**config.mk**
```make
export PLATFORM = sky130hd
export DESIGN_NAME = cordic_seq_ctrl_flat
export DESIGN_NICKNAME = d
export VERILOG_FILES = /design/src/rtl/cordic_seq_ctrl_if.sv /design/src/rtl/cordic_seq_ctrl.sv /design/src/flat_wrapper.sv
export SDC_FILE = /design/constraint.sdc
export NUM_CORES = 1
export LEC_CHECK = 0
export CORE_UTILIZATION = 30
export DETAILED_ROUTE_END_ITERATION = 10
export SLEW_MARGIN = 15
export SYNTH_ARGS = -nofsm -noshare
export SYNTH_HDL_FRONTEND = slang
export SYNTH_SLANG_ARGS = --single-unit
```
**constraint.sdc**
```tcl
create_clock -name clock -period 1.5 [get_ports clock]
set_input_delay 0.3 -clock clock [delete_from_list [all_inputs] [get_ports clock]]
set_output_delay 0.3 -clock clock [all_outputs]
set_load 0.01 [all_outputs]
```
**src/rtl/cordic_seq_ctrl_if.sv**
```systemverilog
// Control bundle between the CORDIC top-level handshake and its sequencer.
interface cordic_seq_ctrl_if #(
  parameter int IW = 5
);
  logic          start;
  logic          abort;
  logic          ready;
  logic          busy;
  logic          load;
  logic          iter_en;
  logic [IW-1:0] iter;
  logic          last;
  logic          done;

  modport master (
    output start, abort,
    input  ready, busy, load, iter_en, iter, last, done
  );

  modport slave (
    input  start, abort,
    output ready, busy, load, iter_en, iter, last, done
  );
endinterface

```
**src/rtl/cordic_seq_ctrl.sv**
```systemverilog
// CORDIC sequencer: load pulse, N_ITER enabled iterations, done pulse; start-to-done N_ITER+2 cycles.
// No backpressure: start is taken only while ready=1 and is dropped (not queued) otherwise.
module cordic_seq_ctrl #(
  parameter int N_ITER = 32,
  parameter int IW     = 5
) (
  input logic              clock,
  input logic              reset,
  cordic_seq_ctrl_if.slave ctrl
);

  typedef enum logic [1:0] {
    IDLE = 2'd0,
    LOAD = 2'd1,
    ITER = 2'd2,
    DONE = 2'd3
  } state_t;

  localparam logic [IW-1:0] LAST_IDX = IW'(N_ITER - 1);

  state_t        state;
  state_t        state_nxt;
  logic [IW-1:0] iter_q;
  logic [IW-1:0] iter_nxt;

  always_ff @(posedge clock) begin
    if (reset) begin
      state  <= IDLE;
      iter_q <= '0;
    end else begin
      state  <= state_nxt;
      iter_q <= iter_nxt;
    end
  end

  // abort only matters while an operation is in flight (LOAD/ITER)
  always_comb begin
    state_nxt = state;
    iter_nxt  = iter_q;
    case (state)
      IDLE: begin
        if (ctrl.start) state_nxt = LOAD;
      end
      LOAD: begin
        iter_nxt  = '0;
        state_nxt = ctrl.abort ? IDLE : ITER;
      end
      ITER: begin
        if (ctrl.abort) begin
          state_nxt = IDLE;
          iter_nxt  = '0;
        end else if (iter_q == LAST_IDX) begin
          state_nxt = DONE;
          iter_nxt  = '0;
        end else begin
          iter_nxt = iter_q + IW'(1);
        end
      end
      DONE: begin
        state_nxt = IDLE;
      end
      default: begin
        state_nxt = IDLE;
        iter_nxt  = '0;
      end
    endcase
  end

  always_comb begin
    ctrl.ready   = (state == IDLE);
    ctrl.busy    = (state == LOAD) || (state == ITER);
    ctrl.load    = (state == LOAD);
    ctrl.iter_en = (state == ITER);
    ctrl.iter    = iter_q;
    ctrl.last    = (state == ITER) && (iter_q == LAST_IDX);
    ctrl.done    = (state == DONE);
  end

endmodule

```
**src/flat_wrapper.sv**
```systemverilog
// flat-port wrapper written by rule: the top's interface ports become plain ports
module cordic_seq_ctrl_flat 
#(
  parameter int N_ITER = 32,
  parameter int IW     = 5
)
  (clock, reset, ctrl_start, ctrl_abort, ctrl_ready, ctrl_busy, ctrl_load, ctrl_iter_en, ctrl_iter, ctrl_last, ctrl_done);
  cordic_seq_ctrl_if #(.IW(IW)) ctrl_i ();
  input logic clock;
  input logic reset;
  input wire logic [$bits(ctrl_i.start)-1:0] ctrl_start;
  input wire logic [$bits(ctrl_i.abort)-1:0] ctrl_abort;
  output wire logic [$bits(ctrl_i.ready)-1:0] ctrl_ready;
  output wire logic [$bits(ctrl_i.busy)-1:0] ctrl_busy;
  output wire logic [$bits(ctrl_i.load)-1:0] ctrl_load;
  output wire logic [$bits(ctrl_i.iter_en)-1:0] ctrl_iter_en;
  output wire logic [$bits(ctrl_i.iter)-1:0] ctrl_iter;
  output wire logic [$bits(ctrl_i.last)-1:0] ctrl_last;
  output wire logic [$bits(ctrl_i.done)-1:0] ctrl_done;
  assign ctrl_i.start = ctrl_start;
  assign ctrl_i.abort = ctrl_abort;
  assign ctrl_ready = ctrl_i.ready;
  assign ctrl_busy = ctrl_i.busy;
  assign ctrl_load = ctrl_i.load;
  assign ctrl_iter_en = ctrl_i.iter_en;
  assign ctrl_iter = ctrl_i.iter;
  assign ctrl_last = ctrl_i.last;
  assign ctrl_done = ctrl_i.done;
  cordic_seq_ctrl #(.N_ITER(N_ITER), .IW(IW)) u_core (.clock(clock), .reset(reset), .ctrl(ctrl_i));
endmodule
```
* After elaboration in Yosys (flattened, before gate mapping)
Cells that the tools add are included.
** Word-level totals
- Flip-flop bits (word level) :: 7
- Bits of input ports :: 4
- Output and inout port bits :: 11
- Word-level logic and storage cells :: 22
** Operators by class
- $add $sub $neg :: 1
- Eq/ne operators :: 6
- Mux-type cells :: 8
- Reduce and logical (&&, ||, !) cells :: 5
** Operator list (number)
- 2-to-1 mux 5 bit :: 2
- one-hot mux 5 bit (2 select lines) :: 1
- 2-to-1 mux 2 bit :: 4
- one-hot mux 2 bit (4 select lines) :: 1
- adder 5 x 1 -> 5 bit, second input constant :: 1
- == test 5 bit, second input constant :: 1
- == test 2 bit, second input constant :: 2
- inequality test 3 x 2 -> 1 bit, second input constant :: 1
- == test 2 x 1 -> 1 bit, second input constant :: 1
- logical NOT 2 bit :: 1
- inequality test 2 bit, second input constant :: 1
- AND reduction 2 bit :: 1
- nonzero test 2 bit :: 1
- logical AND 1 bit :: 1
- logical OR 1 bit :: 1

* Depth between registers and ports, before layout
Gate-level depths: netlist of the first run.
- Depth in word-level cells :: 4
- Mapped depth :: 6

* Least setup slack after synthesis of the first run
Ideal clock, no wire load.
- Path type :: register to register
- Start point :: register u_core.iter_q[0] (netlist: u_core.ctrl.iter[0])
- End point :: register u_core.state[0]
- Library setup time :: 0.122 ns
- Arrival time :: 1.393 ns
- Data required time :: 1.378 ns
- Setup slack :: -0.015 ns
- Stages on the path, launching flop included :: 7
- Buffers on the path :: 0
- Period minus slack after synthesis :: 1.515 ns
- Cells stage by stage :: dfxtp_1 ha_1 and3_1 ha_1 nor3b_4 o21ai_1 o311a_1
** On the way
- Longest elaborated chain between the ends :: 3
** Ends and longest elaborated chain
- start, declared :: RTL line cordic_seq_ctrl.sv:23 : logic [IW-1:0] iter_q;
- start signal, assigned :: RTL line cordic_seq_ctrl.sv:32 : iter_q <= iter_nxt;
- == test 5 bit :: RTL line cordic_seq_ctrl.sv:52 : end else if (iter_q == LAST_IDX) begin
- inequality test 3 x 2 -> 1 bit (no source line)
- AND reduction 2 bit (no source line)
- end signal, assigned :: RTL line cordic_seq_ctrl.sv:31 : state <= state_nxt;
- end, declared :: RTL line cordic_seq_ctrl.sv:21 : state_t state;
No other way between the ends.
A chain may end at the register's enable or synchronous reset.

* Worst setup path in the final report of the first run
- Start point :: register u_core.iter_q[0] (netlist: u_core.ctrl.iter[0])
- End point :: output ctrl_last
** On the way
- Longest elaborated chain between the ends :: 2
** Ends and longest elaborated chain
- == test 5 bit :: RTL line cordic_seq_ctrl.sv:75 : ctrl.last = (state == ITER) && (iter_q == LAST_IDX);
- logical AND 1 bit :: RTL line cordic_seq_ctrl.sv:75
- end, declared :: RTL line flat_wrapper.sv:18 : output wire logic [$bits(ctrl_i.last)-1:0] ctrl_last;
No other way between the ends.

==> metrics.md, run 1 <==
| Metric | Value |
|---|---|
| Status | `complete, but fails checks` |
| Failing checks | `setup timing` |
| Starting DRC count in detailed routing | `3` |
| Initial antenna violation count | `0` |
| CP max stage delay | `between 0.3 and 0.4 ns` |
| Routed wire length | `1020 um` |
| Number of buffers added on ports | `14` |
| CTS tree | `done` |
| HP Class | `reg -> reg` |
| Adder-cell share of the synthesized area | `0.206` |
| Global-route wire length before repair | `1500 um` |
| Pint | `0.000374 W` |
| Sequential power share | `0.380` |
| Mux share of post-synthesis cell area | `0.0235` |
| CP Capture Type | `primary output` |
| Post-Route Setup TNS | `-0.149 ns` |
| Ant diodes | `0` |
| Fmax achieved | `620 MHz` |
| Number of buffers created by CTS | `3` |
| Maximum clock path buffer count | `2` |
| Most used cell, CP | `ha_4` |
| Drt pass-1 iters | `4` |
| Period utilisation layout | `1.08` |
| Share of cells above drive strength 1 | `0.405` |
| Area post-placement | `656 sq um` |
| Footprint of the multi-input gates | `between 200 and 300 sq um` |
| DRC | `0` |
| Tmin final | `about 1.6 ns` |
| Crit path kind | `reg -> out` |
| Top post-synthesis cells by area | `dfxtp_1 33%, ha_1 21%, nor2_1 4.4%` |
| Total Routing Usage GR | `0.147` |
| Hold Vio Cnt, Final | `0` |
| Non-filler instance count after layout | `89` |
| Die area | `~1600 sq um` |
| Die Span Y | `39.7 um` |
| Fillers | `121` |
| Mean post-synth cell area | `9.67 sq um` |
| CP Buf/Inv Count | `1` |
| CP max stage cell | `dfxtp_2` |
| Req. time, crit path | `1.20 ns` |
| Synth Area in XOR/XNOR | `0.0618` |
| GP Congestion | `just under 0.7` |
| Gr ovfl total | `0` |
| Largest family of logic cells by synthesized area | `adder cells` |
| P&R area growth vs syn | `67.6%` |
| I/O pin count | `15` |
| Core area | `roughly 1300 sq um` |
| Slew headroom | `0.789` |
| Yosys reg bits | `7` |
| YS warnings | `0` |
| H-tree levels | `1` |
| Netlist Area Pre-Place | `about 430 sq um` |
| Clk_lat worst skew | `approximately 0.26 ns` |
| Via count | `400` |
| Total nets after synthesis | `55` |
| Peak fanout along the critical path | `2` |
| Initial Utilization | `0.323` |
| Register Area | `approximately 140 sq um` |
| DP Cell Count | `82` |
| CP delay by family, top | `flip-flops` |
| Startpoint types | `flip-flop` |
| Sequential element share of the synthesized area | `0.329` |
| Synth cell count leaders | `7 x dfxtp_1, 7 x ha_1, 5 x nor2_1` |
| Antenna-violating nets left | `0` |
| Drt via density | `4.49` |
| Clock share of power | `0.340` |
| Switching power of the nets | `~0.00017 W` |
| Maximum vdd drop | `463 uV` |
| Static Leakage | `0.342 nW` |
| Root Driver | `clkbuf_4` |
| WP data arrival | `about 1.3 ns` |
| Top FF cell, synth | `dfxtp_1` |
| Compound-gate portion of the synthesized area | `0.135` |
| Ys async rst share | `0` |
| Setup ws final | `-0.113 ns` |
| Die width | `approximately 40 um` |
| Distinct cells, synth | `23` |
| Net Sw Frac | `0.308` |
| Total power | `0.000540 W` |
| Clock Skews | `0.00680 ns` |
| CTS Sinks | `7` |
| Final #Nets | `86` |
| Max Slew Vio Count | `0` |
| Layout Cell Area excl Fill | `slightly above 700 sq um` |
| Worst-path cell chain | `ha_4 > and3_4 > ha_4 > and2_1 > buf_2` |
| Vias in the first global route | `370` |
| Clock Pin Slew Worst Setup and Hold Paths | `0.06 ns` |
| Simple-gate share of the synthesized area | `0.191` |
| Combinational power share | `0.280` |
| Syn Inst Count | `44` |
| Routed len/inst | `11.4 um` |
| Max-cap violation count | `0` |
| RSZ-0062 raised after global routing | `true` |
| Std cell rows | `13` |
| # setup viols final | `2` |
| Number of synthesized flops with an enable pin | `0` |
| P per Cell Area | `approximately 760 nW/um^2` |
| Leading area contributor after synthesis | `dfxtp_1` |
| Largest net degree at the start of global routing | `7` |
| Synth top area share | `0.329` |
| DP Wirelength | `between 700 and 800 um` |
| Worst-Margin Slew | `0.316 ns` |
[cell type report]
cell class                      count  area share
Inverter                            4      0.0211
Tap cell                           15      0.0263
Timing Repair Buffer               27       0.302
Sequential cell                     7       0.202
Clock buffer                        3      0.0316
Clock inverter                      1     0.00702
Multi-Input combinational cell     32       0.411
[cells by family (layout without fill, tap and decap cells)]
| kind of cell | Yosys count | count (layout) |
|---|---|---|
| AOI/OAI and AO/OA | 7 | 7 |
| xor gates and xnor gates | 3 | 3 |
| adders and majority gates | 7 | 7 |
| buffers and inverters | 5 | 35 |
| DFF | 7 | 7 |
| muxes | 1 | 1 |
| and+or+nand+nor | 14 | 14 |
[repair_timing]
action	in CTS	in global routing
resized for setup	24	4
setup endpoints to repair	13	10
buffers inserted	3	0
endpoints found under the hold margin	0	0
hold buffers	0	0
pin swaps	5	3
[flip-flops by register name (all words and copies together) (netlist names)]
signal            flops
u_core.ctrl.iter      5
u_core.state          2
[worst register-to-register path: stages, from the launching register on]
cell and delay, ns:
dfxtp_2 0.34, ha_4 0.16, and3_4 0.15, ha_4 0.15, buf_4 0.13, nor3b_4 0.26
o21ai_1 0.10, o311a_1 0.14
[path summary, 6_finish.rpt]
kind / startpoint / endpoint / slack [ns] / cells past startpoint
min reg2reg: u_core.ctrl.iter[4] / u_core.ctrl.iter[4] / 0.63 / 3
min: u_core.ctrl.iter[4] / u_core.ctrl.iter[4] / 0.63 / 3
max reg2reg: u_core.ctrl.iter[0] / u_core.state[0] / -0.04 / 7
max: u_core.ctrl.iter[0] / ctrl_last / -0.11 / 5
[metrics by stage]
step	hold WS [ns]	setup slack, ns	utilization
after floorplan	0.369	0.0262	-
after global placement	0.569	-0.267	0.498
after detailed placement	0.570	-0.287	0.498
after CTS	0.618	-0.125	0.537
after global routing	0.648	-0.140	0.541
final	0.627	-0.113	0.541
[power groups by stage]
stage          combinational, W  clock (W)  sequential (W)
2_1_floorplan         0.0000737          0        0.000212
3_3_place_gp           0.000155          0        0.000206
3_5_place_dp           0.000155          0        0.000206
4_1_cts                0.000152   0.000189        0.000202
5_1_grt                0.000166   0.000195        0.000206
6_report               0.000151   0.000184        0.000205
[routing by layer]
| metal | up-vias | track usage | wire length, um |
|---|---|---|---|
| met5 | - | 0 | 0 |
| met4 | 0 | 0.0776 | 0 |
| li1 | 210 | - | - |
| met1 | 180 | 0.188 | 482 |
| met3 | 0 | 0.0511 | 44 |
| met2 | 10 | 0.213 | 491 |
[cells in the final DEF (no fill, tap or decap), types with 2 or more instances in the layout]
cell type / netlist / layout
clkdlybuf4s15_1: 0 / 2
clkdlybuf4s50_1: 0 / 3
nor2_1: 5 / 5
xor2_1: 2 / 2
dfxtp_1: 7 / 4
buf_4: 1 / 13
clkbuf_4: 0 / 3
inv_1: 3 / 3
dfxtp_2: 0 / 3
nor2b_1: 2 / 2
dlygate4sd2_1: 0 / 6
nand2_1: 2 / 2
ha_1: 7 / 5
ha_4: 0 / 2
buf_2: 0 / 3
Power figures use the tool's default switching activity.
==> inputs of run 2 (changes only) <==
--- a/config.mk
+++ b/config.mk
@@ -6,6 +6,8 @@
 export NUM_CORES = 1
 export LEC_CHECK = 0
 export CORE_UTILIZATION = 30
+export CTS_BUF_LIST = sky130_fd_sc_hd__clkbuf_4 sky130_fd_sc_hd__clkbuf_8
+export CTS_CLUSTER_DIAMETER = 80
 export DETAILED_ROUTE_END_ITERATION = 10
 export SLEW_MARGIN = 15
 export SYNTH_ARGS = -nofsm -noshare
==> results of run 2 <==
No change in the layout: final DEF, timing and power equal those of run 1.
